$ cat config.mk
export PLATFORM = sky130hd
export DESIGN_NAME = seq_slice_comparator
export DESIGN_NICKNAME = d
export VERILOG_FILES = /design/src/rtl/seq_slice_comparator.sv
export SDC_FILE = /design/constraint.sdc
export NUM_CORES = 1
export LEC_CHECK = 0
export CAP_MARGIN = 15
export CORE_MARGIN = 5
export CORE_UTILIZATION = 30
export CTS_BUF_LIST = sky130_fd_sc_hd__clkbuf_4 sky130_fd_sc_hd__clkbuf_8
export CTS_CLUSTER_DIAMETER = 40
export DETAILED_ROUTE_END_ITERATION = 8
export PLACE_DENSITY_LB_ADDON = 0.1
export REMOVE_ABC_BUFFERS = 1
export SYNTH_ARGS = -nofsm -noshare
export SYNTH_HDL_FRONTEND = slang
export SYNTH_SLANG_ARGS = --single-unit
$ cat constraint.sdc
create_clock -name clk -period 1.9 [get_ports clk]
set_clock_uncertainty 0.05 [all_clocks]
set_input_delay 0.19 -clock clk [delete_from_list [all_inputs] [get_ports clk]]
set_output_delay 0.19 -clock clk [all_outputs]
set_load 0.02 [all_outputs]
$ cat src/rtl/seq_slice_comparator.sv
// Multi-cycle slice-serial magnitude comparator (unsigned or two's complement).
// Define SLICE_CMP_EARLY_EXIT_EN to finish on the first unequal slice.
module seq_slice_comparator #(
   parameter int WIDTH  = 12,
   parameter int DIGIT  = 3,
   parameter int SIGNED = 0
) (
   input  logic             clk,
   input  logic             rst_n,
   input  logic             in_valid,
   output logic             in_ready,
   input  logic [WIDTH-1:0] a,
   input  logic [WIDTH-1:0] b,
   output logic             out_valid,
   input  logic             out_ready,
   output logic             eq,
   output logic             lt,
   output logic             gt
);

   localparam int NSLICE = WIDTH / DIGIT;
   localparam int CW = (NSLICE > 1) ? $clog2(NSLICE) : 1;
   localparam logic [CW-1:0] CNT_TOP = CW'(NSLICE - 1);

   typedef enum logic [1:0] {IDLE, CMP, DONE} state_t;

   state_t           state;
   logic [WIDTH-1:0] sa, sb;
   logic [CW-1:0]    cnt;
   logic             fd, flt, fgt;

   logic [DIGIT-1:0] sl_a, sl_b;
   logic             new_fd, new_lt, new_gt, last;

   assign in_ready  = (state == IDLE);
   assign out_valid = (state == DONE);

   always_comb begin
      sl_a = sa[WIDTH-1 -: DIGIT];
      sl_b = sb[WIDTH-1 -: DIGIT];
      // flipping the sign bit maps two's complement onto unsigned order
      if (SIGNED != 0 && cnt == CNT_TOP) begin
         sl_a[DIGIT-1] = ~sl_a[DIGIT-1];
         sl_b[DIGIT-1] = ~sl_b[DIGIT-1];
      end
      new_fd = fd | (sl_a != sl_b);
      new_lt = fd ? flt : (sl_a < sl_b);
      new_gt = fd ? fgt : (sl_a > sl_b);
`ifdef SLICE_CMP_EARLY_EXIT_EN
      last = (cnt == '0) || new_fd;
`else
      last = (cnt == '0);
`endif
   end

   always_ff @(posedge clk or negedge rst_n) begin
      if (!rst_n) begin
         state <= IDLE;
         sa    <= '0;
         sb    <= '0;
         cnt   <= '0;
         fd    <= 1'b0;
         flt   <= 1'b0;
         fgt   <= 1'b0;
         eq    <= 1'b0;
         lt    <= 1'b0;
         gt    <= 1'b0;
      end else begin
         unique case (state)
            IDLE: begin
               if (in_valid) begin
                  sa    <= a;
                  sb    <= b;
                  cnt   <= CNT_TOP;
                  fd    <= 1'b0;
                  flt   <= 1'b0;
                  fgt   <= 1'b0;
                  state <= CMP;
               end
            end
            CMP: begin
               sa  <= sa << DIGIT;
               sb  <= sb << DIGIT;
               cnt <= cnt - CW'(1);
               fd  <= new_fd;
               flt <= new_lt;
               fgt <= new_gt;
               if (last) begin
                  eq    <= ~new_fd;
                  lt    <= new_lt;
                  gt    <= new_gt;
                  state <= DONE;
               end
            end
            DONE: begin
               if (out_ready) state <= IDLE;
            end
            default: state <= IDLE;
         endcase
      end
   end

endmodule
# --- After elaboration in Yosys (flattened, before gate mapping) ---
# Index checks and enable logic that the tools add are counted.
totals:
  ff_bits: 34
  elab_cells: 43
  input_bits: 28
  out_inout_bits: 5
classes:
  n_addsub: 1
  order_cmp: 2
  muxes: 16
  bitwise_logic: 2
  n_reduce_logical: 6
  n_eq_ne: 6
ops:
  columns: ["cell", "n"]
  rows:
  - ["12-bit one-hot mux with 2 select lines", 2]
  - ["12-bit two-way mux", 2]
  - ["2-bit two-way mux", 4]
  - ["1-bit one-hot mux with 2 select lines", 3]
  - ["2-bit one-hot mux with 3 select lines", 1]
  - ["2-bit zero test", 2]
  - ["2-bit inequality test, second input constant", 2]
  - ["2-bit one-hot mux with 2 select lines", 1]
  - ["2-bit AND reduction", 2]
  - ["3-bit > comparator", 1]
  - ["3-bit < comparator", 1]
  - ["1-bit two-way mux", 3]
  - ["3-bit inequality test", 1]
  - ["3-bit AND reduction", 1]
  - ["2-bit by 1-bit == test with 1-bit output, second input constant", 1]
  - ["2-bit == test, second input constant", 1]
  - ["2-bit by 1-bit inequality test with 1-bit output, second input constant", 1]
  - ["2-bit nonzero test", 1]
  - ["2-bit by 1-bit subtractor with 2-bit output, second input constant", 1]
  - ["1-bit inverter", 1]
  - ["1-bit bitwise OR", 1]

# --- Logic depth before layout (Yosys ltp) ---
# Gate-level depths: netlist of run 1.
depth:
  ltp_word: 3
  mapped_depth: 6

# --- Worst setup path before layout of run 1 ---
# Ideal clock, no wire load.
synth_timing:
  path_kind: "reg-to-reg"
  start: "register sa[11]"
  end: "register gt"
  arrival_ns: 1.146
  period_less_slack_ns: 1.318
  path_stages_with_launch: 6
  setup_time_ns: 0.123
  slack_ns: 0.582
  path_cell_list: "dfrtp_1 > ha_1 > a211oi_1 > o21ai_1 > o211ai_1 > o21ai_1"
synth_via:
  elab_chain_len: 2
synth_rtl:
  columns: ["item", "line_no", "rtl"]
  rows:
  - ["from (decl)", "28", "logic [WIDTH-1:0] sa, sb;"]
  - ["from (signal assigned)", "82", "sa <= sa << DIGIT;"]
  - ["3-bit > comparator", "48", "new_gt = fd ? fgt : (sl_a > sl_b);"]
  - ["1-bit two-way mux", "48", null]
  - ["to (signal assigned)", "91", "gt <= new_gt;"]
  - ["to (decl)", "18", "output logic gt"]
# No other way between the ends.
# A chain may end at the register's enable or synchronous reset.

# --- Final worst setup path of run 1 ---
layout_timing:
  start: "register state[0]"
  end: "output out_valid"
layout_via:
  elab_chain_len: 1
layout_rtl:
  columns: ["item", "line_no", "rtl"]
  rows:
  - ["from (decl)", "27", "state_t state;"]
  - ["from (signal assigned)", "58", "state <= IDLE;"]
  - ["from (signal assigned)", "78", "state <= CMP;"]
  - ["from (signal assigned)", "92", "state <= DONE;"]
  - ["2-bit == test", "36", "assign out_valid = (state == DONE);"]
  - ["to (decl)", "14", "output logic out_valid,"]
# No other way between the ends.

==> metrics, run 1 <==
Root Buffer=clkbuf_8; Skew-Pair Late Insertion Delay=0.28 ns; crit path time final=1.79 ns; leak pwr=0.978 nW; postcts setup bufs=0; Combinational Power Share=45.4%; GR Util met3=3.85%; Worst path slowest cell=clkdlybuf4s50_1; htree depth=2; Final TNS setup=0 ns; DRT iter0 DRCs=30; final period utilization=94.2%; sequential share of the synthesized area=51.8%; final core utilization=39.5%; first-pass detailed-route iteration total=4; critical path data arrival time=1.55 ns; dpl hpwl=2620 um; largest cells by area after synthesis=dfrtp_1, mux2i_1, o21ai_1; area leader, netlist=dfrtp_1; relative slew slack=70.7%; final wirelength=3530 um; worst slew pin tran=0.440 ns; reg2reg path depth=5; PD cells=1550 nW/um^2; Internal Power=2.05 mW; f_max=559 MHz; critical path class=reg -> out; Detail Route Antenna Nets=0; CP Capture Type=primary output; CTS tree=done; sequential fraction of design power=37.9%; Clock Sinks=34; I/O pin cnt=33; cells along the critical path=nor2b_1 > clkdlybuf4s50_1; global-route wire length before repair=6160 um; DR vias=1263; layout cell share with drive strength beyond 1=8.29%; Die H=84 um; final hold vios=0; Syn-to-layout area delta=29.9%; share of Yosys cell area claimed by the top area cell type=51.8%; Post-Synthesis Cells=166; largest family of logic cells by synthesized area=compound AO/OA/AOI/OAI gates; RSZ-0062 raised after global routing=no; Post-Synth Adder-Cell Area=3.05%; core footprint=5410 sq um; FF-to-FF End=sa[9]; Die W=84 um; CP required=1.66 ns; initial antenna violation count=0; Switching Fraction=38.1%; Seq cells post-synth=34; GPL Wtd Cong=0.788; Psw=1.26 mW; largest net degree at the start of global routing=35; PortBufs=32; CP startpoint kind=register; hold_buf cts=0; yosys warns=0; Starting Density=30.4%; max-slew violation count=0; Top Usage Layer GRT=met2; die area=7060 sq um; final net count=236; Ant. Diodes=0; met1 usage in global routing=12.7%; CTS buffer count=5; Cell variety after synth=24; number of global-route vias before repair=1347; HP Class=in -> async; post-synthesis compound-gate area fraction=15.9%; max cap viols=0; Resized cells post-CTS=0; wire per inst=12.7 um; worst vdd ir=0.000496 V; CP max stage delay=0.63 ns; total grt overflow=0; clock-pin transition on the worst setup and hold timing paths=0.07 ns; Synth Area in XOR/XNOR=0%; drt drc=0; Clock Path Buffers=2; Post-Synth Simple-Gate Area=13.5%; multiplexer area fraction after synthesis=9.75%; DR vias/cell=4.56; Clk pwr share=16.7%; worst r2r src=state[0]; Mapped Area=1640 sq um; outcome=finished, final reports clean; # setup viols final=0; Syn Area/Cell=9.90 sq um; met2 Use GR=18.1%; GRT Overall Usage=10.8%; CP max FO=7; R2R Setup Slk=0.41 ns; Row Count=27
-- state kept, by name (all words and copies together), names as in the netlist --
register  cells
fgt           1
state         2
sb           12
flt           1
sa           12
lt            1
eq            1
cnt           2
fd            1
gt            1
-- layout make-up --
| cell class | count | area (sq um) |
|---|---|---|
| fillers | 553 | 3270 |
| well taps | 72 | 90.1 |
| repair buffers | 39 | 375 |
| clock buffers | 7 | 90.1 |
| clock inverters | 1 | 5.00 |
| multi-input cells | 116 | 693 |
| inverters | 8 | 30.0 |
| flip-flops and latches | 34 | 851 |
-- critical path, delay by kind of cell, from the launching register on --
| family | cells | cell delay (ns) |
|---|---|---|
| buffers and inverters | 1 | 0.63 |
| DFF | 1 | 0.46 |
| and+or+nand+nor | 1 | 0.18 |
-- how the worst max path moves through the flow --
stage          slack [ns]  cells after the start        end     start
2_1_floorplan        0.19                      3     sa[10]  state[1]
3_3_place_gp         0.39                      3   in_ready  state[1]
3_5_place_dp         0.32                      4      sa[2]  in_valid
4_1_cts              0.06                      3   in_ready  state[1]
5_1_grt              0.02                      2  out_valid  state[0]
6_report             0.11                      2  out_valid  state[0]
-- through the flow --
stage / total power, mW / hold slack [ns] / std cells / worst slack (ns) / instance area, sq um
floorplan: 2.25 / -0.156 / 158 / 0.188 / 1570
global placement: 2.74 / 0.408 / 269 / 0.391 / 2040
detailed placement: 2.80 / 0.413 / 269 / 0.320 / 2040
CTS: 3.37 / 0.286 / 277 / 0.0595 / 2130
global route: 3.60 / 0.324 / 277 / 0.0188 / 2130
finish: 3.30 / 0.272 / 277 / 0.110 / 2130
-- metal layers --
layer | share of wire (%) | routed length [um] | vias up
met5 | 0 | 0 | -
met4 | 1.5 | 53 | 0
met3 | 5.0 | 177 | 5
met2 | 49 | 1720 | 25
met1 | 45 | 1580 | 592
li1 | - | - | 641
-- placed cells by master (no fill, tap or decap), types with 2 or more instances in the layout --
master and instances:
dfrtp_1 34, nand2_1 33, clkdlybuf4s50_1 31, o21ai_1 29, mux2i_1 16, a21oi_1 9, inv_1 8, nor2b_1 8
buf_4 7, clkbuf_8 6, ha_1 4, a22oi_1 3, nor2_1 2, and2b_1 2, nand2b_1 2
-- cells by family (layout without fill, tap and decap cells) --
kind of cell,count (synthesis),after routing
buf+inv,16,55
flops,34,34
fa+ha+maj,4,4
compound gates,47,47
simple gates,49,49
mux,16,16
-- cell usage after synthesis --
master	instances
mux2i_1	16
nor2_1	2
o21ai_1	29
inv_1	8
buf_12	1
nand2_1	33
o21bai_2	1
a22oi_1	3
nand4_1	1
o2111ai_1	1
o211ai_1	1
dfrtp_1	34
nand2b_1	2
a21oi_1	9
and2b_1	2
nand2_2	1
ha_1	4
a211oi_1	1
buf_6	2
a21o_1	1
nor2b_1	8
buf_4	2
o22ai_1	1
clkbuf_1	3
-- power by group through the flow --
stage	Clock (mW)	Combinational [mW]	Sequential, mW
floorplan	0	0.980	1.27
global placement	0	1.49	1.26
detailed placement	0	1.53	1.27
CTS	0.580	1.53	1.26
global route	0.607	1.69	1.30
finish	0.552	1.50	1.25
Note: power is estimated with default switching activity, not from simulation.
==> run 2: changes to the inputs <==
--- a/config.mk
+++ b/config.mk
@@ -6,11 +6,13 @@
 export NUM_CORES = 1
 export LEC_CHECK = 0
 export CAP_MARGIN = 15
+export CORE_ASPECT_RATIO = 0.8
 export CORE_MARGIN = 5
 export CORE_UTILIZATION = 30
 export CTS_BUF_LIST = sky130_fd_sc_hd__clkbuf_4 sky130_fd_sc_hd__clkbuf_8
 export CTS_CLUSTER_DIAMETER = 40
 export DETAILED_ROUTE_END_ITERATION = 8
+export GPL_TIMING_DRIVEN = 0
 export PLACE_DENSITY_LB_ADDON = 0.1
 export REMOVE_ABC_BUFFERS = 1
 export SYNTH_ARGS = -nofsm -noshare
==> run 2 against run 1 <==
- first-iteration DRC count grew 90%
- setup slack gained 0.0097 ns
- clock-buffer cell count is the same
- critical endpoint is now in_ready
- critical path type unchanged
- die area grew 0.13%
- worst hold slack gained 0.15 ns
==> metrics, run 2 (synthesis results as in run 1) <==
outcome=finished, final reports clean; DR vias=1264; Starting Density=30.6%; GPL Wtd Cong=0.710; CTS buffer count=5; placed inst area=2000 sq um; layout cell share with drive strength beyond 1=7.96%; PortBufs=32; DR vias/cell=4.75; critical path data arrival time=1.54 ns; PD cells=1550 nW/um^2; Worst Hold Launch=cnt[0]; Die H=76.2 um; worst vdd ir=0.000587 V; total grt overflow=0; wire per inst=13.3 um; final wirelength=3550 um; placed cells=256; f_max=562 MHz; fill cell count=539; Clock Sinks=34; hold_ws=0.427 ns; Largest regs=sa (12), sb (12); Root Buffer=clkbuf_8; CP max stage delay=0.61 ns; CP Capture Type=primary output; final net count=233; largest net degree at the start of global routing=35; Final TNS setup=0 ns; buffer and inverter count on the worst path=1; core footprint=5380 sq um; Layout Cells excl Fill=266; die area=7070 sq um; cells along the critical path=nor2_1 > clkdlybuf4s50_1; CP Launch Point=state[0]; most frequent cells in the layout=nand2_1, dfrtp_1, clkdlybuf4s50_1, o21ai_1, mux2i_1; dpl hpwl=2570 um; first-pass detailed-route iteration total=4; Ant. Diodes=0; # setup viols final=0; number of global-route vias before repair=1329; CP startpoint kind=register; Syn-to-layout area delta=28.7%; final period utilization=93.7%; leak pwr=0.969 nW; htree depth=2; Worst path slowest cell=clkdlybuf4s50_1; CP max FO=15; RSZ-0062 raised after global routing=no; worst r2r src=state[0]; drt drc=0; HP Class=reg -> reg; initial antenna violation count=0; kind of cell adding the most delay to the critical path=buffers and inverters; Row Count=24; Die W=92.7 um; I/O pin cnt=33; critical path class=reg -> out; most common cell after layout, fill and taps aside=nand2_1; DRT iter0 DRCs=57; final core utilization=39.3%; crit path time final=1.78 ns; Detail Route Antenna Nets=0; clock-pin transition on the worst setup and hold timing paths=0.06 ns; fin area=2110 sq um; relative slew slack=47.2%; CP required=1.66 ns; global-route wire length before repair=6020 um; worst slew pin tran=0.792 ns; max cap viols=0; Skew-Pair Late Insertion Delay=0.27 ns; max-slew violation count=0; final hold vios=0; Clock Path Buffers=2; GRT Overall Usage=10.8%; CTS tree=done
==> run 2: report_power, final <==
| part | total [mW] | internal (mW) | switching, mW |
|---|---|---|---|
| clock network | 0.515 | 0.281 | 0.234 |
| logic | 1.47 | 0.693 | 0.774 |
| registers | 1.30 | 1.05 | 0.246 |
==> run 2: metal layers <==
| layer | global-route usage (%) | routed length (um) | up-vias |
|---|---|---|---|
| met5 | 0 | 0 | - |
| met4 | 4.98 | 63 | 0 |
| met3 | 3.36 | 144 | 7 |
| met2 | 16.9 | 1590 | 24 |
| met1 | 13.6 | 1750 | 597 |
| li1 | - | - | 636 |
==> run 2: what timing repair did <==
item / in CTS / in global routing
resized for setup: 3 / 1
endpoints found under the setup margin: 19 / 1
buffers inserted: 0 / 2
hold buffers: 1 / 0
endpoints found under the hold margin: 34 / 0
==> run 2: layout make-up <==
type,count,area [sq um],area share [%]
Sequential cell,34,853,40.4
Multi-Input combinational cell,116,696,32.9
Clock buffer,7,83.8,3.96
Inverter,8,30.0,1.42
Tap cell,65,81.3,3.85
Timing Repair Buffer,36,370,17.5
==> run 2: worst register-to-register path: cells and delay by family (launching register included) <==
kind / cells / cell delay [ns]
buf+inv: 1 / 0.23
compound gates: 2 / 0.73
simple gates: 1 / 0.07
flops: 1 / 0.52
==> run 2: metrics by stage <==
stage | power [mW] | setup WS (ns)
global route | 3.56 | 0.0403
finish | 3.28 | 0.120
detailed placement | 2.78 | -0.227
CTS | 3.32 | 0.0171
global placement | 2.66 | -0.420
floorplan | 2.25 | 0.188
==> run 2: path summary, 6_finish.rpt <==
kind / to / cells past startpoint / slack, ns
worst max register to register: sa[4] / 4 / 0.23
worst max-delay path: in_ready / 2 / 0.12
worst min-delay path: cnt[0] / 1 / 0.43
worst min register to register: cnt[0] / 1 / 0.43
max in group asynchronous: state[0] / 2 / 0.76
min in group asynchronous: sb[4] / 2 / 0.48
